### src/rtl/starship_pkg.sv
// Shared constants for the starship fault controller: one-hot channel state
// encoding, default parameter values and counter sizing helpers.
package starship_pkg;

  // Default parameter values used by the controller and its channels.
  localparam int DEF_NUM_CH       = 3;
  localparam int DEF_COMBO_W      = 4;
  localparam int DEF_ARM_TICKS    = 2;
  localparam int DEF_REPAIR_TICKS = 60;
  localparam int DEF_COOL_TICKS   = 4;
  localparam int DEF_MAX_BROKEN   = 2;

  // One-hot channel state encoding: bit positions and the state constants.
  localparam int ST_W       = 5;
  localparam int S_INIT     = 0;
  localparam int S_ARM      = 1;
  localparam int S_WORKING  = 2;
  localparam int S_REPAIR   = 3;
  localparam int S_COOLDOWN = 4;

  localparam logic [ST_W-1:0] ST_INIT     = 5'b00001;
  localparam logic [ST_W-1:0] ST_ARM      = 5'b00010;
  localparam logic [ST_W-1:0] ST_WORKING  = 5'b00100;
  localparam logic [ST_W-1:0] ST_REPAIR   = 5'b01000;
  localparam logic [ST_W-1:0] ST_COOLDOWN = 5'b10000;

  typedef logic [ST_W-1:0] chan_state_t;

  // Largest of three tick budgets.
  function automatic int max3(input int a, input int b, input int c);
    int m;
    m = (a > b) ? a : b;
    return (m > c) ? m : c;
  endfunction

  // Width of a tick counter able to hold the largest tick budget.
  function automatic int cnt_width(input int arm, input int rep, input int cool);
    return $clog2(max3(arm, rep, cool) + 1);
  endfunction

endpackage

### src/rtl/starship_fault_chan.sv
// One breakable subsystem: lifecycle FSM, tick counter, latched repair combo
// and sticky deadline-miss flag. Arbitration is done by the parent.
module starship_fault_chan
  import starship_pkg::*;
#(
  parameter int COMBO_W      = DEF_COMBO_W,
  parameter int ARM_TICKS    = DEF_ARM_TICKS,
  parameter int REPAIR_TICKS = DEF_REPAIR_TICKS,
  parameter int COOL_TICKS   = DEF_COOL_TICKS
) (
  input  logic               timer_clk,
  input  logic               Reset,
  input  logic               play_i,
  input  logic               gameover_i,
  input  logic               grant_i,
  input  logic [COMBO_W-1:0] random_hex_i,
  input  logic               sel_hit_i,
  input  logic [COMBO_W-1:0] hex_combo_i,
  input  logic               override_i,
  output logic               working_o,
  output logic               broken_o,
  output logic [COMBO_W-1:0] combo_o,
  output logic               expired_o,
  output logic               miss_o
);

  localparam int CNT_W = cnt_width(ARM_TICKS, REPAIR_TICKS, COOL_TICKS);
  localparam logic [CNT_W-1:0] ARM_LAST  = CNT_W'(ARM_TICKS - 1);
  localparam logic [CNT_W-1:0] REP_LAST  = CNT_W'(REPAIR_TICKS - 1);
  localparam logic [CNT_W-1:0] COOL_LAST = CNT_W'(COOL_TICKS - 1);
  localparam logic [CNT_W-1:0] CNT_ONE   = CNT_W'(1);

  chan_state_t        state_q, state_d;
  logic [CNT_W-1:0]   cnt_q, cnt_d;
  logic [COMBO_W-1:0] combo_q, combo_d;
  logic               expired_q, expired_d;

  // Next-state logic for the channel lifecycle; gameover wins over everything.
  always_comb begin
    // NOTE: every output of this block gets a default first so no path can infer a latch.
    state_d   = state_q;
    cnt_d     = cnt_q;
    combo_d   = combo_q;
    expired_d = expired_q;
    miss_o    = 1'b0;
    if (gameover_i) begin
      state_d   = ST_INIT;
      cnt_d     = '0;
      combo_d   = '0;
      expired_d = 1'b0;
    end else begin
      case (state_q)
        ST_INIT: begin
          cnt_d     = '0;
          combo_d   = '0;
          expired_d = 1'b0;
          if (play_i) state_d = ST_ARM;
        end
        ST_ARM: begin
          if (cnt_q >= ARM_LAST) begin
            state_d = ST_WORKING;
            cnt_d   = '0;
          end else begin
            cnt_d = cnt_q + CNT_ONE;
          end
        end
        ST_WORKING: begin
          if (grant_i) begin
            state_d = ST_REPAIR;
            combo_d = random_hex_i;
            cnt_d   = '0;
          end
        end
        ST_REPAIR: begin
          if (override_i || (sel_hit_i && (hex_combo_i == combo_q))) begin
            state_d = ST_COOLDOWN;
            cnt_d   = '0;
          end else begin
            miss_o = sel_hit_i;
            // Counter parks at the deadline; the miss flag is raised once it is there.
            if (cnt_q >= REP_LAST) expired_d = 1'b1;
            else                   cnt_d     = cnt_q + CNT_ONE;
          end
        end
        ST_COOLDOWN: begin
          if (cnt_q >= COOL_LAST) begin
            state_d = ST_WORKING;
            cnt_d   = '0;
          end else begin
            cnt_d = cnt_q + CNT_ONE;
          end
        end
        default: begin
          state_d   = ST_INIT;
          cnt_d     = '0;
          combo_d   = '0;
          expired_d = 1'b0;
        end
      endcase
    end
  end

  // Channel state registers with asynchronous clear.
  always_ff @(posedge timer_clk or posedge Reset) begin
    if (Reset) begin
      state_q   <= ST_INIT;
      cnt_q     <= '0;
      combo_q   <= '0;
      expired_q <= 1'b0;
    end else begin
      // NOTE: sequential state uses non-blocking assignments so all registers update together.
      state_q   <= state_d;
      cnt_q     <= cnt_d;
      combo_q   <= combo_d;
      expired_q <= expired_d;
    end
  end

  assign working_o = state_q[S_WORKING];
  assign broken_o  = state_q[S_REPAIR];
  assign combo_o   = combo_q;
  assign expired_o = expired_q;

endmodule

### src/rtl/starship_fault_ctrl.sv
// Starship fault controller: NUM_CH breakable channels, break-grant arbitration
// limited to MAX_BROKEN simultaneous faults, and a saturating wrong-submit count.
module starship_fault_ctrl
  import starship_pkg::*;
#(
  parameter int NUM_CH       = DEF_NUM_CH,
  parameter int COMBO_W      = DEF_COMBO_W,
  parameter int ARM_TICKS    = DEF_ARM_TICKS,
  parameter int REPAIR_TICKS = DEF_REPAIR_TICKS,
  parameter int COOL_TICKS   = DEF_COOL_TICKS,
  parameter int MAX_BROKEN   = DEF_MAX_BROKEN
) (
  input  logic                      timer_clk,
  input  logic                      Reset,
  input  logic                      play,
  input  logic                      gameover,
  input  logic [NUM_CH-1:0]         break_req,
  input  logic [COMBO_W-1:0]        random_hex,
  input  logic [NUM_CH-1:0]         repair_sel,
  input  logic                      submit,
  input  logic [COMBO_W-1:0]        hex_combo,
  input  logic                      override,
  output logic [NUM_CH-1:0]         broken,
  output logic [NUM_CH*COMBO_W-1:0] combo,
  output logic [NUM_CH-1:0]         expired,
  output logic [7:0]                wrong_cnt,
  output logic                      any_expired
);

  logic [NUM_CH-1:0] working;
  logic [NUM_CH-1:0] grant;
  logic [NUM_CH-1:0] sel_hit;
  logic [NUM_CH-1:0] miss;
  logic              sel_onehot;
  logic [7:0]        wrong_cnt_q, wrong_cnt_d;

  // A submit addresses a channel only when exactly one select bit is set.
  assign sel_onehot = $onehot(repair_sel);
  assign sel_hit    = (submit && sel_onehot) ? repair_sel : '0;

  // Grant breaks in ascending channel order until the broken limit is reached.
  always_comb begin
    int n_busy;
    grant  = '0;
    n_busy = $countones(broken);
    for (int i = 0; i < NUM_CH; i++) begin
      if (break_req[i] && working[i] && (n_busy < MAX_BROKEN)) begin
        grant[i] = 1'b1;
        n_busy   = n_busy + 1;
      end
    end
  end

  for (genvar g = 0; g < NUM_CH; g++) begin : g_chan
    starship_fault_chan #(
      .COMBO_W      (COMBO_W),
      .ARM_TICKS    (ARM_TICKS),
      .REPAIR_TICKS (REPAIR_TICKS),
      .COOL_TICKS   (COOL_TICKS)
    ) u_chan (
      .timer_clk    (timer_clk),
      .Reset        (Reset),
      .play_i       (play),
      .gameover_i   (gameover),
      .grant_i      (grant[g]),
      .random_hex_i (random_hex),
      .sel_hit_i    (sel_hit[g]),
      .hex_combo_i  (hex_combo),
      .override_i   (override),
      .working_o    (working[g]),
      .broken_o     (broken[g]),
      .combo_o      (combo[g*COMBO_W +: COMBO_W]),
      .expired_o    (expired[g]),
      .miss_o       (miss[g])
    );
  end

  // Wrong-submit count: cleared on gameover (entry to INIT), saturates at 255.
  always_comb begin
    wrong_cnt_d = wrong_cnt_q;
    if (gameover)                          wrong_cnt_d = '0;
    else if ((|miss) && (wrong_cnt_q != 8'hFF)) wrong_cnt_d = wrong_cnt_q + 8'd1;
  end

  // Wrong-submit count register.
  always_ff @(posedge timer_clk or posedge Reset) begin
    if (Reset) wrong_cnt_q <= '0;
    else       wrong_cnt_q <= wrong_cnt_d;
  end

  assign wrong_cnt   = wrong_cnt_q;
  assign any_expired = |expired;

endmodule

### config.mk
export PLATFORM = sky130hd
export DESIGN_NAME = starship_fault_ctrl
export DESIGN_NICKNAME = d
export VERILOG_FILES = /design/src/rtl/starship_pkg.sv /design/src/rtl/starship_fault_chan.sv /design/src/rtl/starship_fault_ctrl.sv
export SDC_FILE = /design/constraint.sdc
export NUM_CORES = 1
export LEC_CHECK = 0
export ABC_AREA = 1
export CAP_MARGIN = 20
export CORE_MARGIN = 3
export CORE_UTILIZATION = 58
export CTS_BUF_LIST = sky130_fd_sc_hd__clkbuf_4 sky130_fd_sc_hd__clkbuf_8
export CTS_CLUSTER_DIAMETER = 40
export DETAILED_ROUTE_END_ITERATION = 7
export PLACE_DENSITY = 0.83
export SLEW_MARGIN = 5
export SYNTH_ARGS = -nofsm -noshare
export SYNTH_HDL_FRONTEND = slang
export SYNTH_SLANG_ARGS = --single-unit
### constraint.sdc
create_clock -name timer_clk -period 2.5 [get_ports timer_clk]
set_input_delay 0.5 -clock timer_clk [delete_from_list [all_inputs] [get_ports timer_clk]]
set_output_delay 0.5 -clock timer_clk [all_outputs]
set_load 0.005 [all_outputs]
# [Yosys cells after proc, flatten, opt, wreduce, memory -nomap -nowiden]
# Index checks and enable logic that the tools add are counted.
[word_totals] output_inout_bits=27 word_cells=198 regBits=56
[op_classes] n_mux=78 n_reduce_logical=35 add_sub_neg=10 eq_ne=50 order_cmp=12
[op_table] operator="6-bit 2-to-1 mux" n=18
[op_table] operator="5-bit 2-to-1 mux" n=16
[op_table] operator="5-bit case mux with 5 select lines" n=3
[op_table] operator="6-bit case mux with 4 select lines" n=3
[op_table] operator="32-bit by 3-bit less-than comparator with 1-bit output, second input constant" n=2
[op_table] operator="3-bit by 2-bit != test with 1-bit output, second input constant" n=15
[op_table] operator="32-bit by 2-bit adder with 32-bit output, second input constant" n=1
[op_table] operator="32-bit 2-to-1 mux" n=1
[op_table] operator="4-bit 2-to-1 mux" n=7
[op_table] operator="4-bit case mux with 2 select lines" n=3
[op_table] operator="3-bit OR reduction" n=8
[op_table] operator="1-bit 2-to-1 mux" n=21
[op_table] operator="6-bit by 1-bit adder with 6-bit output, second input constant" n=3
[op_table] operator="6-bit by 1-bit greater-or-equal comparator with 1-bit output, second input constant" n=3
[op_table] operator="6-bit by 2-bit greater-or-equal comparator with 1-bit output, second input constant" n=3
[op_table] operator="6-bit greater-or-equal comparator, second input constant" n=3
[op_table] operator="3-bit != test, second input constant" n=6
[op_table] operator="8-bit 2-to-1 mux" n=2
[op_table] operator="5-bit by 1-bit equality test with 1-bit output, second input constant" n=3
[op_table] operator="5-bit by 2-bit equality test with 1-bit output, second input constant" n=3
[op_table] operator="5-bit by 3-bit equality test with 1-bit output, second input constant" n=3
[op_table] operator="5-bit by 4-bit equality test with 1-bit output, second input constant" n=3
[op_table] operator="5-bit equality test, second input constant" n=3
[op_table] operator="5-bit AND reduction" n=3
[op_table] operator="other kinds (18)" n=49

# [Logic depth before layout (Yosys ltp)]
[logic_depth] depth_word=14 depth_mapped=13 mapped_depth_nobuf=13

# [Modules after synthesis]
# From an unflattened synthesis, not the netlist that was laid out.
[hier_totals] cells_unflattened=600 area_unflattened_um2=4281.6
[modules_own_cells] module="starship_fault_chan" seq_area_each_um2=401.6 n_inst=3 area_per_inst_um2=1186.1 cells_per_inst=164
[modules_own_cells] module="starship_fault_ctrl" seq_area_each_um2=200.2 n_inst=1 area_per_inst_um2=723.2 cells_per_inst=108

# [Worst setup path before layout]
# No wires, ideal clock.
[synth_timing] path_type="reg-to-reg" from="reg g_chan[0].u_chan.state_q[3]" to="reg g_chan[1].u_chan.combo_q[0]" setup_time_ps=76 n_path_buf=0 slack_ps=332 synth_period_minus_slack_ps=2168 required_time_ps=2424 t_arrival_ps=2092 stages_incl_launch_ff=12 path_cell_list="dfrtp_1 > fa_1 > ha_1 > inv_1 > o21ai_0 > nor2_1 > nand3_1 > nand2_4 > inv_1 > nor2_2 > nand3_1 > o21ai_1"
[synth_via] elab_chain_cells=10
[synth_lines] item="start: declaration" line="starship_fault_chan.sv:33" source="chan_state_t state_q, state_d;"
[synth_lines] item="start signal: assignment" line="starship_fault_chan.sv:112" source="state_q <= state_d;"
[synth_lines] item="1-bit by 1-bit adder with 2-bit output (not written as such) *" line="starship_fault_ctrl.sv:45" source="n_busy = $countones(broken);"
[synth_lines] item="2-bit by 1-bit adder with 3-bit output (not written as such) *" line="starship_fault_ctrl.sv:45"
[synth_lines] item="3-bit by 2-bit less-than comparator with 1-bit output" line="starship_fault_ctrl.sv:47" source="if (break_req[i] && working[i] && (n_busy < MAX_BROKEN)) begin"
[synth_lines] item="1-bit logical AND" line="starship_fault_ctrl.sv:47"
[synth_lines] item="4-bit 2-to-1 mux *" line="starship_fault_ctrl.sv:47"
[synth_lines] item="32-bit by 3-bit less-than comparator with 1-bit output *" line="starship_fault_ctrl.sv:47"
[synth_lines] item="1-bit logical AND *" line="starship_fault_ctrl.sv:47"
[synth_lines] item="1-bit 2-to-1 mux *" line="starship_fault_ctrl.sv:47"
[synth_lines] item="3-bit by 2-bit != test with 1-bit output (no line) *"
[synth_lines] item="2-bit AND reduction (no line) *"
[synth_lines] item="end signal: assignment" line="starship_fault_chan.sv:114" source="combo_q <= combo_d;"
[synth_lines] item="end: declaration" line="starship_fault_chan.sv:35" source="logic [COMBO_W-1:0] combo_q, combo_d;"
# Mark *: on every way between the ends. The rest lies on a longest branch, timed or not.
# A chain may end at the register's enable or synchronous reset.

# [Worst setup path after layout]
[layout_timing] from="in repair_sel[1]" to="reg g_chan[2].u_chan.cnt_q[1]"
[layout_via] elab_chain_cells=10
[layout_lines] item="start: declaration" line="starship_fault_ctrl.sv:19" source="input logic [NUM_CH-1:0] repair_sel,"
[layout_lines] item="1-bit by 1-bit adder with 2-bit output (not written as such) *" line="starship_fault_ctrl.sv:38" source="assign sel_onehot = $onehot(repair_sel);"
[layout_lines] item="2-bit by 1-bit adder with 2-bit output (not written as such) *" line="starship_fault_ctrl.sv:38"
[layout_lines] item="2-bit by 1-bit equality test with 1-bit output *" line="starship_fault_ctrl.sv:38"
[layout_lines] item="1-bit logical AND *" line="starship_fault_ctrl.sv:39" source="assign sel_hit = (submit && sel_onehot) ? repair_sel : '0;"
[layout_lines] item="3-bit 2-to-1 mux *" line="starship_fault_ctrl.sv:39"
[layout_lines] item="1-bit logical AND *" line="starship_fault_chan.sv:75" source="if (override_i || (sel_hit_i && (hex_combo_i == combo_q))) begin"
[layout_lines] item="1-bit logical OR *" line="starship_fault_chan.sv:75"
[layout_lines] item="6-bit 2-to-1 mux" line="starship_fault_chan.sv:75"
[layout_lines] item="6-bit case mux with 4 select lines" line="starship_fault_chan.sv:52" source="case (state_q)"
[layout_lines] item="6-bit 2-to-1 mux" line="starship_fault_chan.sv:46" source="if (gameover_i) begin"
[layout_lines] item="end signal: assignment" line="starship_fault_chan.sv:113" source="cnt_q <= cnt_d;"
[layout_lines] item="end: declaration" line="starship_fault_chan.sv:34" source="logic [CNT_W-1:0] cnt_q, cnt_d;"
# Marked as above.

==> qor.csv <==
metric;value;unit
die_h;87.53;um
required;2.72;ns
route.detailed.drc;0;
core;6386;um2
ys_seq_elements;56;
dieArea;7661;um2
cts_root_buffer;clkbuf_8;
n_antenna_cell;0;
tns;0;ns
place_area;4492;um2
slew_violations;0;
final_area;4691;um2
fillCellCount;505;
syn-cell-area;3855;um2
routed_wl;9598;um
hold_ws;0.5000;ns
switching_share;0.3415;
ys_top_cells_by_area;dfrtp_1, nand2_1, inv_1;
cp_cell_sequence;clkdlybuf4s50_1 > inv_1 > fa_1 > nand3b_1 > nor2_2 > nand3_2 > nand2_2 > nor2_2 > nand2_2 > nand2_4 > inv_4 > nand2_1 > a21boi_1;
start_util;0.6036;
insertion_delay;0.31;ns
cap_violations;0;
finalHoldViolCount;0;
synth_edf_count;0;
cts_num_sinks;56;
clkPwrFrac;0.226;
max-vdd-ir-drop;354.1;uV
fmax;0.4137;GHz
async_flop_share;1.000;
grt_setup_unrepaired;yes;
path_max_fanout;8;
htreeDepth;2;
ys.flop_type;dfrtp_1;
cts_hold_buf;0;
final-setup-viol-count;0;
fp.dieW;87.53;um
skew;0.01064;ns
slew_headroom;0.6262;
finish.utilization;0.7345;
dpl.hpwl;7219;um
synth.net_count;573;
synthDistinctLibCells;42;
cp_slowest_stage_delay;0.45;ns
grt_pass1_wl;15680;um
cts_buffers;5;
grt_antenna_before_repair;0;
drt_iter0_drc;206;
crit_type;input pin to flop;
cp-end-kind;flop;
netlist.area_leader.share;0.3440;
place_congestion;0.9322;
syn2layout_area_growth;21.68;%
ant_nets;0;
avgViaCountPerCell;5.562;
avgSynthCellArea;7.139;um2
critPathLaunchType;input pin;
path_clk_slew;0.10;ns
power.switching;0.7297;mW
netlist.top_cell.by_area;dfrtp_1;
hp-class;input pin to asynchronous set/reset pin;
worst_pin_slew;0.5555;ns
rr_endpoint;g_chan[1].u_chan.combo_o[1];
drive_gt1_frac;0.1606;
grt_overflow;0;
num_vias;3788;
p_seq_frac;0.497;
rows;29;
r2r_cells;11;
wl_per_cell;14.09;um
drt_pre_antenna_iters;5;
worstPathArrival;2.64;ns
pwr_density_cell;455.5;nW/um2
startpoint;repair_sel[1];
ioPinCount;47;
numPortBuffers;46;
rr_startpoint;g_chan[1].u_chan.state_q[3];
ys_warn_count;0;
grt_pass1_vias;3555;
combPwrFrac;0.277;
p_leak;2.237;nW
synth_cells;540;
nNetsFinal;637;
fin_crit;2.417;ns
clk_path_buf_depth;2;
total_power;2.137;mW
status;finished, final reports clean;
synth-seq-area-share;0.3645;
r2r_slack;0.15;ns
grt_max_degree;39;
cp_slowest_cell;clkdlybuf4s50_1;
period_share;0.9669;
gr-usage-all-layers;0.2527;
intPower;1.407;mW
cts_tree;done;
[kinds of logic (layout without fill, tap and decap cells)]
logic type / count (synthesis) / in the layout / synth area share
AOI/OAI and AO/OA: 53 / 54 / 0.08082
xor gates and xnor gates: 11 / 11 / 0.02499
adders and majority gates: 13 / 13 / 0.04609
buffers and inverters: 92 / 154 / 0.1013
DFF: 56 / 56 / 0.3645
and+or+nand+nor: 315 / 316 / 0.3823
[through the flow]
step / instances / setup WS, ns
after floorplan: 540 / 0.3321
after global placement: 672 / -0.1978
after detailed placement: 672 / -0.2255
after CTS: 679 / 0.05499
after global routing: 681 / -0.01389
final: 681 / 0.08275
[power by group through the flow]
stage	logic (mW)	clock network (mW)	registers [mW]
after detailed placement	0.559	0	1.08
after floorplan	0.406	0	1.06
after global routing	0.665	0.529	1.07
after global placement	0.541	0	1.07
final	0.591	0.483	1.06
after CTS	0.562	0.492	1.06
[layout make-up]
class / count / area (um2) / area share
Inverter: 80 / 305.3 / 0.06508
Clock buffer: 6 / 76.32 / 0.01627
Timing Repair Buffer: 67 / 633.1 / 0.1350
Tap cell: 77 / 96.34 / 0.02054
Clock inverter: 1 / 5.005 / 0.001067
Multi-Input combinational cell: 394 / 2170 / 0.4625
Sequential cell: 56 / 1405 / 0.2995
[cells in the mapped netlist (6+ instances only)]
cell type and count:
dfrtp_1 53, nor2_2 6, nand3_1 47, nand2_1 136
inv_1 72, nand3_2 6, ha_1 11, nor3_1 8
a21oi_1 9, o21ai_0 21, xor2_1 10, inv_2 7
nor2_1 68, o21ai_1 11, buf_4 7, nand4_1 19
[placed cells by master (no fill, tap or decap), drive strengths merged, types with 2 or more instances in the layout]
cell type      instances
a21oi                 11
buf                   21
clkbuf                 6
clkdlybuf4s50         45
clkinv                 2
dfrtp                 53
dfstp                  3
fa                     2
ha                    11
inv                   79
nand2                145
nand3                 53
nand3b                 4
nand4                 20
nor2                  76
nor3                   9
nor4                   5
o21ai                 37
o31ai                  2
xor2                  10
[timing repair]
action / 4_1_cts / 5_1_grt
setup buffers: 0 / 1
endpoints found under the setup margin: 0 / 37
gates resized for setup: 0 / 34
[state kept, by name, indices dropped and copies added, names as in the netlist]
register and flops:
g_chan.u_chan.cnt_q 18, g_chan.u_chan.state_q 15, g_chan.u_chan.combo_o 12, wrong_cnt 8, g_chan.u_chan.expired_o 3
[critical path, delay by kind of cell]
kind / cells / cell delay [ns]
simple gates: 8 / 0.98
compound gates: 1 / 0.12
buf+inv: 3 / 0.59
fa+ha+maj: 1 / 0.45
[how the worst max path moves through the flow]
| stage | end | slack, ns | cells past startpoint |
|---|---|---|---|
| 2_1_floorplan | g_chan[1].u_chan.combo_o[0] | 0.33 | 11 |
| 3_3_place_gp | g_chan[0].u_chan.cnt_q[1] | -0.20 | 14 |
| 3_5_place_dp | g_chan[0].u_chan.cnt_q[1] | -0.23 | 14 |
| 4_1_cts | g_chan[1].u_chan.combo_o[1] | 0.05 | 11 |
| 5_1_grt | g_chan[2].u_chan.cnt_q[1] | -0.01 | 13 |
| 6_report | g_chan[2].u_chan.cnt_q[1] | 0.08 | 13 |
[layer usage]
layer | GRT usage | share of wire | up-vias | routed length [um]
met5 | 0 | 0 | - | 0
met4 | 0.09066 | 0.026 | 0 | 246
met3 | 0.03406 | 0.053 | 26 | 508
met2 | 0.4240 | 0.49 | 125 | 4705
met1 | 0.3341 | 0.43 | 1782 | 4138
li1 | - | - | 1855 | -
Power figures use the tool's default switching activity.
